[config.mk]
export PLATFORM = sky130hd
export DESIGN_NAME = press_counter_flat
export DESIGN_NICKNAME = d
export VERILOG_FILES = /design/src/rtl/press_counter_pkg.sv /design/src/rtl/press_counter_if.sv /design/src/rtl/press_counter_btn_debounce.sv /design/src/rtl/press_counter.sv /design/src/flat_wrapper.sv
export SDC_FILE = /design/constraint.sdc
export NUM_CORES = 1
export LEC_CHECK = 0
export ABC_CLOCK_PERIOD_IN_PS = 4120
export BUFFER_PORTS_ARGS = -buffer_cell sky130_fd_sc_hd__buf_2
export CELL_PAD_IN_SITES_DETAIL_PLACEMENT = 0
export CELL_PAD_IN_SITES_GLOBAL_PLACEMENT = 1
export CORE_UTILIZATION = 47
export DETAILED_ROUTE_END_ITERATION = 7
export PLACE_DENSITY_LB_ADDON = 0.12
export SYNTH_ARGS = -nofsm -noshare
export SYNTH_HDL_FRONTEND = slang
export SYNTH_HIERARCHICAL = 1
export SYNTH_SLANG_ARGS = --single-unit
[constraint.sdc]
create_clock -name clk -period 4.12 [get_ports clk]
set_clock_uncertainty 0.15 [all_clocks]
set_input_delay 0 -clock clk [delete_from_list [all_inputs] [get_ports clk]]
set_output_delay 0 -clock clk [all_outputs]
set_load 0.05 [all_outputs]
[src/rtl/press_counter_pkg.sv]
// Shared display constants and count-operation helpers for the press counter
// and the seven-segment decoder that consumes its data output.
package press_counter_pkg;

    localparam int COUNT_W = 4;
    localparam int DATA_W  = COUNT_W + 1;

    // Code the seven-segment decoder interprets as "all segments off".
    localparam logic [DATA_W-1:0] BLANK_CODE = 5'b10000;

    typedef enum logic [1:0] {
        OP_NONE,
        OP_CLR,
        OP_INC,
        OP_DEC
    } count_op_e;

    // Resolve same-cycle press pulses: clear wins, inc+dec cancel out.
    function automatic count_op_e decode_op(input logic inc, input logic dec,
                                            input logic clr);
        count_op_e op;
        op = OP_NONE;
        if (clr)
            op = OP_CLR;
        else if (inc && !dec)
            op = OP_INC;
        else if (dec && !inc)
            op = OP_DEC;
        return op;
    endfunction

endpackage

[src/rtl/press_counter_if.sv]
// Button/blank inputs and display outputs of the press counter.
interface press_counter_if;

    logic                                 btn_inc;
    logic                                 btn_dec;
    logic                                 btn_clr;
    logic                                 blank;
    logic [press_counter_pkg::DATA_W-1:0] data;
    logic                                 overflow;

    // Stimulus side: drives buttons and blank, observes the display.
    modport master (
        output btn_inc, btn_dec, btn_clr, blank,
        input  data, overflow
    );

    // Counter side.
    modport slave (
        input  btn_inc, btn_dec, btn_clr, blank,
        output data, overflow
    );

endinterface

[src/rtl/press_counter_btn_debounce.sv]
// Raw button -> synchronized -> debounced level -> single-cycle press pulse.
module btn_debounce #(
    parameter int DEBOUNCE_CYCLES = 250000
) (
    input  logic clk,
    input  logic rst_n,
    input  logic btn_raw,
    output logic press
);

    localparam int CNT_W = (DEBOUNCE_CYCLES > 1) ? $clog2(DEBOUNCE_CYCLES) : 1;
    localparam logic [CNT_W-1:0] CNT_LAST = CNT_W'(DEBOUNCE_CYCLES - 1);

    logic [1:0]       sync_q;
    logic             level;
    logic             level_d;
    logic [CNT_W-1:0] stable_cnt;

    // Two-flop synchronizer for the asynchronous button input.
    // NOTE: non-blocking assignments make both flops sample the old values on
    // the same edge; blocking here would collapse the chain into a single flop.
    always_ff @(posedge clk or negedge rst_n) begin
        if (!rst_n)
            sync_q <= 2'b00;
        else
            sync_q <= {sync_q[0], btn_raw};
    end

    // Accept a new level only after it has differed for DEBOUNCE_CYCLES clocks;
    // any return to the current level restarts the count.
    always_ff @(posedge clk or negedge rst_n) begin
        if (!rst_n) begin
            level      <= 1'b0;
            stable_cnt <= '0;
        end else if (sync_q[1] == level) begin
            stable_cnt <= '0;
        end else if (stable_cnt == CNT_LAST) begin
            level      <= sync_q[1];
            stable_cnt <= '0;
        end else begin
            stable_cnt <= stable_cnt + 1'b1;
        end
    end

    // Delayed copy of the debounced level for rising-edge detection.
    always_ff @(posedge clk or negedge rst_n) begin
        if (!rst_n)
            level_d <= 1'b0;
        else
            level_d <= level;
    end

    // One pulse per accepted press; release and hold produce nothing.
    assign press = level & ~level_d;

endmodule

[src/rtl/press_counter.sv]
// Up/down/clear press counter with bound handling and a registered display
// output. Raw buttons are cleaned up by one btn_debounce instance each.
module press_counter
    import press_counter_pkg::*;
#(
    parameter int DEBOUNCE_CYCLES = 250000,
    parameter int MAX_COUNT       = 15,
    parameter bit WRAP            = 1'b0
) (
    input  logic            clk,
    input  logic            rst_n,
    press_counter_if.slave  bus
);

    localparam logic [COUNT_W-1:0] MAX_C = COUNT_W'(MAX_COUNT);

    logic               inc_press;
    logic               dec_press;
    logic               clr_press;
    logic [COUNT_W-1:0] count;
    logic [COUNT_W-1:0] count_next;
    logic               bound_hit;
    logic               bound_hit_q;

    btn_debounce #(.DEBOUNCE_CYCLES(DEBOUNCE_CYCLES)) u_inc (
        .clk(clk), .rst_n(rst_n), .btn_raw(bus.btn_inc), .press(inc_press)
    );

    btn_debounce #(.DEBOUNCE_CYCLES(DEBOUNCE_CYCLES)) u_dec (
        .clk(clk), .rst_n(rst_n), .btn_raw(bus.btn_dec), .press(dec_press)
    );

    btn_debounce #(.DEBOUNCE_CYCLES(DEBOUNCE_CYCLES)) u_clr (
        .clk(clk), .rst_n(rst_n), .btn_raw(bus.btn_clr), .press(clr_press)
    );

    // Next count from the prioritised press pulses, saturating or wrapping at
    // the bounds and flagging every bound hit.
    // NOTE: defaults assigned first so every path drives every output and no
    // latch is inferred.
    always_comb begin
        count_next = count;
        bound_hit  = 1'b0;
        unique case (decode_op(inc_press, dec_press, clr_press))
            OP_CLR: count_next = '0;
            OP_INC: begin
                if (count >= MAX_C) begin
                    bound_hit  = 1'b1;
                    count_next = WRAP ? '0 : MAX_C;
                end else begin
                    count_next = count + 1'b1;
                end
            end
            OP_DEC: begin
                if (count == '0) begin
                    bound_hit  = 1'b1;
                    count_next = WRAP ? MAX_C : '0;
                end else begin
                    count_next = count - 1'b1;
                end
            end
            default: ;
        endcase
    end

    // Count register; the bound flag is held one cycle so overflow lines up
    // with the registered data it belongs to.
    always_ff @(posedge clk or negedge rst_n) begin
        if (!rst_n) begin
            count       <= '0;
            bound_hit_q <= 1'b0;
        end else begin
            count       <= count_next;
            bound_hit_q <= bound_hit;
        end
    end

    // Registered display output; blanking hides the count without touching it.
    always_ff @(posedge clk or negedge rst_n) begin
        if (!rst_n) begin
            bus.data     <= '0;
            bus.overflow <= 1'b0;
        end else begin
            bus.data     <= bus.blank ? BLANK_CODE : {1'b0, count};
            bus.overflow <= bound_hit_q;
        end
    end

endmodule

[src/flat_wrapper.sv]
// flat-port wrapper written by rule: the top's interface ports become plain ports
module press_counter_flat import press_counter_pkg::*;
#(
    parameter int DEBOUNCE_CYCLES = 250000,
    parameter int MAX_COUNT       = 15,
    parameter bit WRAP            = 1'b0
)
  (clk, rst_n, bus_btn_inc, bus_btn_dec, bus_btn_clr, bus_blank, bus_data, bus_overflow);
  press_counter_if bus_i ();
  input  logic clk;
  input  logic rst_n;
  input wire logic [$bits(bus_i.btn_inc)-1:0] bus_btn_inc;
  input wire logic [$bits(bus_i.btn_dec)-1:0] bus_btn_dec;
  input wire logic [$bits(bus_i.btn_clr)-1:0] bus_btn_clr;
  input wire logic [$bits(bus_i.blank)-1:0] bus_blank;
  output wire logic [$bits(bus_i.data)-1:0] bus_data;
  output wire logic [$bits(bus_i.overflow)-1:0] bus_overflow;
  assign bus_i.btn_inc = bus_btn_inc;
  assign bus_i.btn_dec = bus_btn_dec;
  assign bus_i.btn_clr = bus_btn_clr;
  assign bus_i.blank = bus_blank;
  assign bus_data = bus_i.data;
  assign bus_overflow = bus_i.overflow;
  press_counter #(.DEBOUNCE_CYCLES(DEBOUNCE_CYCLES), .MAX_COUNT(MAX_COUNT), .WRAP(WRAP)) u_core (.clk(clk), .rst_n(rst_n), .bus(bus_i));
endmodule
# Word-level counts from Yosys, hierarchy flattened
# Cells that the tools add are included.
[classes]
n_addsub = 5
order_cmp = 1
eq_ne = 9
mux = 16
bitwise_logic = 9
n_reduce_logical = 9
[op_table]
columns = ["operator", "count"]
rows = [
  ["$mux W18", 6],
  ["$add A18 B1 Y18 const B", 3],
  ["$eq A18 B18 Y1 const B", 3],
  ["$pmux W4 S3", 1],
  ["$mux W4", 2],
  ["$mux W2", 3],
  ["$not A1 Y1", 6],
  ["$reduce_and A2 Y1", 3],
  ["$mux W5", 1],
  ["$add A4 B1 Y4 const B", 1],
  ["$eq A2 B2 Y1 const B", 2],
  ["$ge A4 B4 Y1 const B", 1],
  ["$logic_not A4 Y1", 1],
  ["$sub A4 B1 Y4 const B", 1],
  ["$and A1 B1 Y1", 3],
  ["$eq A1 B1 Y1", 3],
  ["$reduce_bool A3 Y1", 1],
  ["$eq A2 B1 Y1 const B", 1],
  ["$logic_and A1 B1 Y1", 2],
  ["$logic_not A1 Y1", 2],
  ["$mux W1", 2],
  ["$pmux W1 S2", 1],
]
[totals]
ff_bits = 77
inputBits = 6
output_inout_bits = 6
elab_cells = 65

# Logic depth before layout (Yosys ltp)
# Gate-level depths: netlist of run 1.
[logic_depth]
ltp_word = 9
mapped_depth = 8
depth_no_buf = 7

# Modules after synthesis
# Netlist of run 1, hierarchy kept.
[by_module_without_submodules]
columns = ["mod", "instances", "cells_per_inst", "area_per_inst_um2", "seq_area_each_um2"]
rows = [
  ["btn_debounce at u_core.u_clr ...", 2, 100, 1061.0, 550.5],
  ["btn_debounce at u_core.u_dec", 1, 99, 1076.0, 550.5],
  ["press_counter", 1, 59, 573.0, 275.3],
]

# Worst setup path after synthesis of run 1
# No wires, ideal clock.
[synth_timing]
path_kind = "register -> register"
start = "register u_core.u_inc.level"
end = "register u_core.count[3]"
setup_time_ns = 0.124
t_arrival_ns = 1.709
slack_ns = 2.137
path_stages_with_launch = 8
period_less_slack_ns = 1.983
cell_sequence = "dfrtp_1 -> nor2b_1 -> inv_1 -> ha_1 -> clkbuf_1 -> nor4_1 -> o22ai_1 -> a211o_1"
[synth_between]
elab_chain_cells = 8
word_cells_on_any_way = 12
cone_classes = "eq/ne: 3; mux: 4; bitwise: 1; reduce/logical: 4"
[synth_lines]
columns = ["item", "line_no", "text"]
rows = [
  ["from (decl)", "press_counter_btn_debounce.sv:15", "logic level;"],
  ["from (signal assigned)", "press_counter_btn_debounce.sv:38", "level <= sync_q[1];"],
  ["$and A1 B1 Y1 (*)", "press_counter_btn_debounce.sv:54", "assign press = level & ~level_d;"],
  ["named net u_core.inc_press", "press_counter.sv:17", "logic inc_press;"],
  ["$logic_not A1 Y1", "press_counter_pkg.sv:27", "else if (dec && !inc)"],
  ["$logic_and A1 B1 Y1", "press_counter_pkg.sv:27", ""],
  ["$mux W2", "press_counter_pkg.sv:27", ""],
  ["$mux W2 (*)", "press_counter_pkg.sv:25", "else if (inc && !dec)"],
  ["$mux W2 (*)", "press_counter_pkg.sv:23", "if (clr)"],
  ["$eq A2 B2 Y1 / $eq A2 B1 Y1 (equally long branches)", "press_counter.sv:44", "unique case (decode_op(inc_press, dec_press, clr_press))"],
  ["$pmux W4 S3 / $reduce_bool A3 Y1 (equally long branches)", "-", ""],
  ["to (signal assigned)", "press_counter.sv:73", "count <= count_next;"],
  ["to (decl)", "press_counter.sv:20", "logic [COUNT_W-1:0] count;"],
]
# The timed path passes the listed nets; every way through them passes the cells marked *.
# A chain may end at the register's enable or synchronous reset.

# Worst setup path after layout of run 1
[layout_timing]
start = "register u_core.u_inc.stable_cnt[4]"
end = "register u_core.u_inc.stable_cnt[12]"
[layout_between]
elab_chain_cells = 3
word_cells_on_any_way = 4
cone_classes = "add/sub: 1; eq/ne: 1; mux: 2"
[layout_lines]
columns = ["item", "line_no", "text"]
rows = [
  ["from (decl)", "press_counter_btn_debounce.sv:17", "logic [CNT_W-1:0] stable_cnt;"],
  ["from (signal assigned)", "press_counter_btn_debounce.sv:41", "stable_cnt <= stable_cnt + 1'b1;"],
  ["$add A18 B1 Y18 / $eq A18 B18 Y1 (equally long branches)", "press_counter_btn_debounce.sv:41, press_counter_btn_debounce.sv:37", ""],
  ["$mux W18 (*)", "press_counter_btn_debounce.sv:37", "end else if (stable_cnt == CNT_LAST) begin"],
  ["$mux W18 (*)", "press_counter_btn_debounce.sv:35", "end else if (sync_q[1] == level) begin"],
]
# Mark *: on every way between the ends. The rest lies on a longest branch, timed or not.

==> key figures, run 1 <==
Power
  – Sw Share: 20.4%
  – Reg power frac: 51.4%
  – Logic pwr share: 3.2%
  – Pleak: 1.83 nW
  – Internal power: 1.20 mW
  – Pwr Density: about 360 nW/um^2
  – VDD IR max: 0.181 mV
  – Total Power: 1.51 mW
  – Net Switching: 0.307 mW
  – Clock power share: ~45%

Critical path
  – CP Max Fanout: 18
  – WS Path Type: flop to flop
  – Setup crit end kind: flop
  – Worst setup SP type: flop
  – Crit path DAT: 2.31 ns
  – WP data required: 4.15 ns

Timing
  – RSZ-0062 raised after global routing: no
  – Post-layout min period: 2.28 ns
  – Hold WS: approximately 0.15 ns
  – Max Clock Freq: 439 MHz
  – Max-slew headroom: around 33%
  – Period Utilization, post-route: 55.3%
  – Final Hold Vio Count: 0
  – Pins Over Slew Limit: 0
  – Fin worst setup slack: approximately 1.8 ns
  – Setup tns final: 0 ns
  – Tightest Pin Transition: between 0.9 and 1 ns
  – # setup viols final: 0

Final layout
  – Fin cells: slightly below 500
  – Area grow syn2layout: 10.6%
  – Antenna diode count: 0
  – Nets: about 400
  – Share of layout cells above drive strength 1: 11.8%
  – Final Cell Area: about 4200 um^2
  – Final core utilization: 54.0%

Detailed routing
  – Via density: 5.57
  – DRT Pass-1 Iters: 6
  – Antenna Nets Post-Route: 0
  – Final wirelength: 6540 um
  – WL/cell: 13.5 um
  – Remaining DRCs: 0
  – Detailed router's first-iteration violation count: 91
  – Vias: ~2700

GRT
  – Vias in the first global route: 2512
  – Gr usage total: 17.4%
  – First-pass GRT wire length: 11600 um
  – Antenna violations before repair: 0
  – Largest net degree at the start of global routing: 78
  – GRT overflow: 0

Synthesis
  – Yosys reg bits: 77
  – Post-synthesis xor/xnor area fraction: 7.90%
  – Adder-Cell Fraction of Synth Area: 2.32%
  – FFs w/ async S/R, synth: 100%
  – Cell variety after synth: 47
  – Post-synthesis compound-gate area fraction: 9.72%
  – Syn Inst Count: 358
  – Largest family of logic cells by synthesized area: simple AND/OR/NAND/NOR gates
  – Mapped cell area: 3770 um^2
  – Post-synthesis simple-gate area fraction: 25.1%
  – Mux share of post-synthesis cell area: less than 1%
  – Post-synth top flop: dfrtp_1
  – Post-synthesis sequential area ratio: slightly above 50%
  – Synth warnings: 6
  – Syn Nets: 371
  – Avg Cell Area, Syn: 10.5 um^2
  – Post-synth EDFFs: 0

CTS
  – CTS max path bufs: 2
  – Number of buffers created by CTS: 9
  – Htree depth: 3
  – Clk sinks: 77
  – Later-pin clock latency in the skew report: 0.34 ns
  – Post-CTS Resized: 0
  – Reg clk slew, reported paths: 0.07 ns
  – CTS root buffer: clkbuf_8
  – TritonCTS clock tree: yes

Placed design
  – Port Buffers: 11
  – Pre-CTS setup slack: 1.84 ns
  – Cell area after placement: 3880 um^2
  – RD Place Congestion: 0.796
  – Placed cells: about 460
  – Hpwl dp: 4330 um

Floorplanning
  – Die H: a little over 90 um
  – Area of the core: 7730 um^2
  – Die W: 91.6 um
  – Io pins: 12
  – Row count: 32
  – Total die area: 8390 um^2
  – Initial Utilization: 48.8%

Flow run
  – Max-cap viol count: 0

Run status
  – Status: finished clean

Worst hold path
  – Worst hold path class: primary input to flop
worst max-delay path, stage by stage (launching register included):
cell	delay, ns
dfrtp_1	0.50
nor4_1	0.22
nand2_1	0.15
o41ai_4	0.95
nor2_1	0.14
placed cells by master (no fill, tap or decap), drive strengths merged, types with 2 or more instances in the layout:
master and n:
a21oi 20, and2 4, and3 8, and4 13
buf 11, bufinv 3, clkbuf 12, dfrtp 77
dlygate4sd3 5, ha 7, inv 10, mux2 3
nand2 23, nand3 24, nand3b 2, nand4 9
nor2 46, nor2b 5, nor3 3, nor4 7
nor4b 3, o21ai 14, o22ai 2, o31ai 9
o41ai 2, or3 8, or4 9, xnor2 8
xor2 26
layer usage:
metal / vias to the layer above / track usage [%] / part of all wire [%]
met3: 10 / 3.27 / 2.5
met4: 0 / 7.94 / 1.9
li1: 1331 / - / -
met5: - / 0 / 0
met2: 32 / 27.1 / 45
met1: 1321 / 23.6 / 50
cell families (layout without fill, tap and decap cells):
group	count (synthesis)	after routing
and+or+nand+nor	167	167
adders and majority gates	7	7
muxes	3	3
xor gates and xnor gates	34	34
AOI/OAI and AO/OA	52	52
DFF	77	77
buffers and inverters	18	42
sequential cells by signal (all words and copies together), names as in the netlist:
name                     cells
u_core/bound_hit_q           1
u_core/bus.data              5
u_core/bus.overflow          1
u_core/count                 4
u_core/u_clr/level           1
u_core/u_clr/level_d         1
u_core/u_clr/stable_cnt     18
u_core/u_clr/sync_q          2
u_core/u_dec/level           1
u_core/u_dec/level_d         1
u_core/u_dec/stable_cnt     18
u_core/u_dec/sync_q          2
u_core/u_inc/level           1
u_core/u_inc/level_d         1
u_core/u_inc/stable_cnt     18
u_core/u_inc/sync_q          2
path summary, 6_finish.rpt:
check,start,to,slack [ns],cells past startpoint
worst min-delay path,bus_btn_clr,u_core/u_clr/sync_q[0],0.15,2
min in group asynchronous,rst_n,u_core/count[2],0.19,2
worst max register to register,u_core/u_inc/stable_cnt[4],u_core/u_inc/stable_cnt[12],1.84,4
max in group asynchronous,rst_n,u_core/u_dec/stable_cnt[3],3.02,2
worst max-delay path,u_core/u_inc/stable_cnt[4],u_core/u_inc/stable_cnt[12],1.84,4
worst min register to register,u_core/bound_hit_q,u_core/bus.overflow,0.20,0
power by group through the flow:
stage / clock, mW / combinational (mW) / sequential [mW]
final: 0.684 / 0.0479 / 0.774
after global routing: 0.731 / 0.0567 / 0.776
after CTS: 0.702 / 0.0501 / 0.774
after detailed placement: 0 / 0.0463 / 0.789
after global placement: 0 / 0.0455 / 0.789
after floorplan: 0 / 0.0238 / 0.789
timing repair:
action / in CTS / in global routing
setup buffers: 0 / 0
hold endpoints to repair: 85 / 0
hold buffers: 5 / 0
cell usage after synthesis, types with 2 or more instances:
cell | number | area (um^2)
a21oi_1 | 19 | 95.1
and2_1 | 2 | 12.5
and2_2 | 2 | 15.0
and3_1 | 7 | 43.8
and4_1 | 10 | 87.6
and4_2 | 3 | 30.0
buf_6 | 5 | 56.3
clkbuf_4 | 2 | 15.0
dfrtp_1 | 77 | 1930
ha_1 | 7 | 87.6
inv_1 | 10 | 37.5
mux2_2 | 3 | 33.8
nand2_1 | 23 | 86.3
nand3_1 | 23 | 115
nand3b_1 | 2 | 15.0
nand4_1 | 9 | 56.3
nor2_1 | 45 | 169
nor2b_1 | 5 | 31.3
nor3_1 | 3 | 15.0
nor4_1 | 7 | 43.8
nor4b_2 | 2 | 30.0
o21ai_0 | 12 | 60.1
o22ai_1 | 2 | 12.5
o31ai_1 | 9 | 67.6
o41ai_4 | 2 | 55.1
or3_1 | 7 | 43.8
or4_1 | 8 | 60.1
xnor2_1 | 8 | 70.1
xor2_1 | 26 | 228
layout make-up:
cell class / instances / area [um^2]
fillers: 685 / 3560
clock buffers: 12 / 145
clock inverters: 4 / 95.1
well taps: 102 / 128
flip-flops and latches: 77 / 1930
inverters: 10 / 37.5
repair buffers: 16 / 108
multi-input cells: 263 / 1730
(Power assumes the default switching activity.)
==> inputs of run 2 (changes only) <==
- ABC_CLOCK_PERIOD_IN_PS: 4120 -> 2300
- clock period: 4.12 -> 2.3 ns (I/O delays scaled with it)
==> run 2 against run 1 <==
Register-to-register slack worse by 1.6 ns. Hold slack lost 0.090 ns. Wire length is 5.3% higher. Die area unchanged. Largest cell class unchanged. Cell count up 0.62%. Maximum frequency is 9.7% higher. Worst setup slack lost 1.6 ns. Non-clock buffer count is 5 higher. Design area is 0.60% lower. Core utilization down 0.32 points. Count of clock-buffer cells in the layout did not move.
==> key figures, run 2 (same netlist as run 1, synthesis figures left out) <==
Run status
  – Status: finished clean

GRT
  – Vias in the first global route: approximately 2800
  – Gr usage total: 18.3%
  – Largest net degree at the start of global routing: 78
  – Antenna violations before repair: 0
  – First-pass GRT wire length: 12400 um
  – GRT overflow: 0

Critical path
  – Crit path DAT: approximately 2.2 ns
  – WP data required: 2.37 ns
  – Reg2reg end: u_core/count[3]
  – Worst setup startpoint: u_core/u_inc/level
  – WS Path Type: flop to flop
  – Setup crit end kind: flop
  – CP Max Fanout: 8
  – Worst setup SP type: flop
  – R2r startpoint: u_core/u_inc/level
  – R2R setup slack: 0.22 ns
  – Worst R2R Path Depth: 6

Timing
  – Post-layout min period: 2.08 ns
  – Max Clock Freq: 482 MHz
  – RSZ-0062 raised after global routing: no
  – Tightest Pin Transition: 0.492 ns
  – Final Hold Vio Count: 0
  – # setup viols final: 0
  – Pins Over Slew Limit: 0
  – Setup tns final: 0 ns
  – Max-slew headroom: 67.1%
  – Period Utilization, post-route: 90.3%

Final layout
  – Fin cells: between 400 and 500
  – Register area: ~1900 um^2
  – Nets: about 400
  – Commonest non-fill, non-tap cell in the layout: dfrtp_1
  – Multi-input combinational cell area: 1730 um^2
  – Biggest regs: u_core/u_clr/stable_cnt: 18 flops, u_core/u_dec/stable_cnt: 18 flops, u_core/u_inc/stable_cnt: 18 flops
  – Antenna diode count: 0
  – Area grow syn2layout: 9.95%
  – Share of layout cells above drive strength 1: about an eighth
  – Most frequent cells in the layout: dfrtp_1, nor2_1, xor2_1
  – Fillers: 693
  – Final Cell Area: 4150 um^2

Power
  – Net Switching: 0.512 mW
  – Pwr Density: 567 nW/um^2
  – VDD IR max: 0.299 mV
  – Internal power: 1.84 mW
  – Sw Share: 21.8%
  – Reg power frac: 58.9%
  – Pleak: 1.82 nW
  – Logic pwr share: 4.0%
  – Clock power share: 37.1%

Floorplanning
  – Die W: 91.6 um
  – Total die area: about 8400 um^2
  – Io pins: 12
  – Row count: 32
  – Area of the core: 7730 um^2
  – Die H: 91.6 um
  – Initial Utilization: ~49%

Detailed routing
  – Detailed router's first-iteration violation count: 110
  – WL/cell: approximately 14 um
  – Via density: approximately 5.5
  – Vias: 2700
  – DRT Pass-1 Iters: 4
  – Antenna Nets Post-Route: 0
  – Remaining DRCs: 0
  – Final wirelength: between 6000 and 7000 um

CTS
  – Reg clk slew, reported paths: 0.08 ns
  – Post-CTS Resized: 0
  – CTS Hold Bufs: 5
  – Postcts setup bufs: 0
  – Clk sinks: between 70 and 80
  – TritonCTS clock tree: yes
  – Number of buffers created by CTS: 9
  – CTS max path bufs: 2
  – Later-pin clock latency in the skew report: 0.33 ns
  – CTS root buffer: clkbuf_8
  – Htree depth: 3

Flow run
  – Max-cap viol count: 0

Placed design
  – Cell area after placement: roughly 3900 um^2
  – Hpwl dp: roughly 4500 um
  – RD Place Congestion: 0.830
  – Placed cells: 468
  – Port Buffers: 11

Worst hold path
  – Worst hold path class: primary input to async pin
-- run 2: changes by cell type in the layout (fill, tap and decap cells not counted), sizes merged --
cell	previous run	this run
buf	11	16
bufinv	3	0
clkinv	1	2
-- run 2: power by group through the flow --
| stage | sequential (mW) | clock [mW] | combinational [mW] |
|---|---|---|---|
| after floorplan | 1.41 | 0 | 0.0426 |
| after global placement | 1.41 | 0 | 0.0896 |
| after detailed placement | 1.41 | 0 | 0.0900 |
| after CTS | 1.39 | 0.922 | 0.0968 |
| after global routing | 1.39 | 0.976 | 0.112 |
| final | 1.39 | 0.873 | 0.0932 |
-- run 2: layout make-up --
cell class,count,share of cell area [%]
flip-flops and latches,77,46.5
multi-input cells,263,41.8
inverters,10,0.905
clock buffers,12,3.74
well taps,102,3.08
clock inverters,2,0.241
repair buffers,21,3.80
-- run 2: how the worst max path moves through the flow --
| stage | endpoint | slack (ns) |
|---|---|---|
| floorplan | u_core/count[3] | 0.32 |
| global placement | u_core/count[3] | 0.30 |
| detailed placement | u_core/count[3] | 0.23 |
| CTS | u_core/count[3] | 0.24 |
| global route | u_core/count[3] | 0.009 |
| finish | u_core/count[3] | 0.22 |
-- run 2: layer usage --
metal  wire [um]  global-route usage [%]  up-vias
met5           0                       0        -
li1            -                       -     1330
met1        3440                    25.0     1325
met4          73                    7.01        0
met3         169                    2.85        7
met2        3210                    29.2       38
-- run 2: critical path: stages, from the launching register on --
cell and delay (ns):
dfrtp_1 0.40, nor2b_1 0.15, inv_1 0.05, ha_1 0.39, nor4_1 0.39, o22ai_1 0.14, a211o_1 0.31
-- run 2: stage by stage --
stage,power (mW),hold slack (ns),worst slack (ns),util (%)
3_5_place_dp,1.50,-0.0924,0.227,50.9
2_1_floorplan,1.46,-0.446,0.317,-
3_3_place_gp,1.50,-0.0909,0.302,50.9
6_report,2.35,0.0590,0.224,53.7
4_1_cts,2.41,0.0779,0.236,53.7
5_1_grt,2.48,0.112,0.00857,53.7
==> inputs of run 3 (changes only) <==
- CORE_UTILIZATION: 47 -> 25
==> run 3 against run 2 <==
The run now ends with design-rule violations left. Critical path depth stayed put. Critical path type unchanged. Die area grew 86%. Count of clock-buffer cells in the layout is the same.
==> key figures, run 3 (same netlist as run 1, synthesis figures left out) <==
Run status
  – Status: complete, but fails checks
  – Failing checks: design-rule violations

Final layout
  – Area grow syn2layout: 16.0%
  – Most frequent cells in the layout: dfrtp_1, nor2_1, xor2_1
  – Nets: a little under 400
  – Share of layout cells above drive strength 1: a little over an eighth
  – Antenna diode count: 0
  – Multi-input combinational cell area: roughly 1700 um^2
  – Commonest non-fill, non-tap cell in the layout: dfrtp_1
  – Fillers: 1519
  – Biggest regs: u_core/u_clr/stable_cnt: 18 flops, u_core/u_dec/stable_cnt: 18 flops, u_core/u_inc/stable_cnt: 18 flops
  – Register area: around 1900 um^2

GRT
  – First-pass GRT wire length: approximately 14000 um
  – Antenna violations before repair: 0
  – Gr usage total: a little over a tenth
  – GRT overflow: 0
  – Largest net degree at the start of global routing: 78
  – Vias in the first global route: 2704

Detailed routing
  – DRT Pass-1 Iters: 6
  – Detailed router's first-iteration violation count: between 100 and 150
  – Vias: 2684
  – Final wirelength: 7630 um
  – Antenna Nets Post-Route: 0
  – Remaining DRCs: 6
  – Via density: 4.69
  – WL/cell: 13.3 um

Timing
  – Max-slew headroom: 69.9%
  – Post-layout min period: 2.05 ns
  – Pins Over Slew Limit: 0
  – # setup viols final: 0
  – Tightest Pin Transition: between 0.4 and 0.5 ns
  – Final Hold Vio Count: 0
  – Setup tns final: 0 ns
  – Period Utilization, post-route: around nine tenths
  – Hold WS: 0.0485 ns
  – Max Clock Freq: 489 MHz
  – RSZ-0062 raised after global routing: no
  – Fin worst setup slack: 0.255 ns

Placed design
  – Hpwl dp: a little over 5000 um
  – Port Buffers: 11
  – RD Place Congestion: 0.774
  – Pre-CTS setup slack: 0.241 ns

Critical path
  – CP Max Fanout: 8
  – WS Path Type: flop to flop
  – WP data required: 2.37 ns
  – Worst setup SP type: flop
  – Setup crit end kind: flop
  – Crit path DAT: about 2.1 ns

CTS
  – Clk sinks: 77
  – Htree depth: 3
  – Post-CTS Resized: 0
  – CTS root buffer: clkbuf_16
  – Reg clk slew, reported paths: 0.06 ns
  – TritonCTS clock tree: yes
  – Number of buffers created by CTS: 9
  – Later-pin clock latency in the skew report: 0.34 ns
  – CTS max path bufs: 2

Floorplanning
  – Io pins: 12
  – Total die area: 15600 um^2
  – Die H: 125 um
  – Initial Utilization: about a quarter
  – Die W: about 120 um
  – Area of the core: 14600 um^2
  – Row count: 44

Power
  – Pwr Density: 636 nW/um^2
  – VDD IR max: approximately 0.36 mV
  – Total Power: approximately 2.8 mW
  – Pleak: 1.89 nW

Flow run
  – Max-cap viol count: 0

Worst hold path
  – Worst hold path class: primary input to async pin
[run 3: changes by cell type in the layout (fill, tap and decap cells not counted), sizes merged]
cell / change
buf: +3
[run 3: area by class of cell]
class / count / share of cell area (%)
well taps: 184 / 5.26
inverters: 10 / 0.858
flip-flops and latches: 77 / 44.1
clock buffers: 12 / 5.87
clock inverters: 2 / 0.229
multi-input cells: 263 / 39.6
repair buffers: 24 / 4.12
[run 3: routing by layer]
metal / part of all wire, % / wire length, um / GRT usage, %
met1: 50 / 3790 / 14.4
met4: 2.2 / 166 / 6.46
met5: 0 / 0 / 0
met2: 46 / 3480 / 16.7
met3: 2.6 / 195 / 2.32
[run 3: worst max-delay path, cell delays in order, from the launching register on]
cell and delay, ns:
dfrtp_1 0.38, nor2b_1 0.14, inv_1 0.05, ha_1 0.38
nor4_1 0.39, o22ai_1 0.14, a211o_1 0.31
[run 3: stage by stage]
step           util, %  instances  instance area (um^2)
3_5_place_dp      27.7        553                  4060
2_1_floorplan        -        358                  3770
6_report          29.9        572                  4370
3_3_place_gp      27.7        553                  4060
4_1_cts           29.9        572                  4370
5_1_grt           29.9        572                  4370
[run 3: path summary, 6_finish.rpt]
check | cells past startpoint | end | from | slack [ns]
max | 6 | u_core/count[3] | u_core/u_inc/level | 0.25
min | 3 | u_core/bus.data[1] | rst_n | 0.05
max reg2reg | 6 | u_core/count[3] | u_core/u_inc/level | 0.25
min reg2reg | 0 | u_core/bus.overflow | u_core/bound_hit_q | 0.20
max in group asynchronous | 3 | u_core/u_clr/stable_cnt[5] | rst_n | 1.56
min in group clk | 2 | u_core/u_clr/sync_q[0] | bus_btn_clr | 0.15
[run 3: what timing repair did]
action,CTS,global route
hold endpoints to repair,85,0
setup buffers,0,0
hold buffers,5,0
[run 3: power by group]
group | internal [mW] | switching, mW | leakage, nW | total (mW)
registers | 1.37 | 0.0149 | 1.05 | 1.39
clock network | 0.773 | 0.523 | 0.134 | 1.30
logic | 0.0344 | 0.0624 | 0.700 | 0.0968
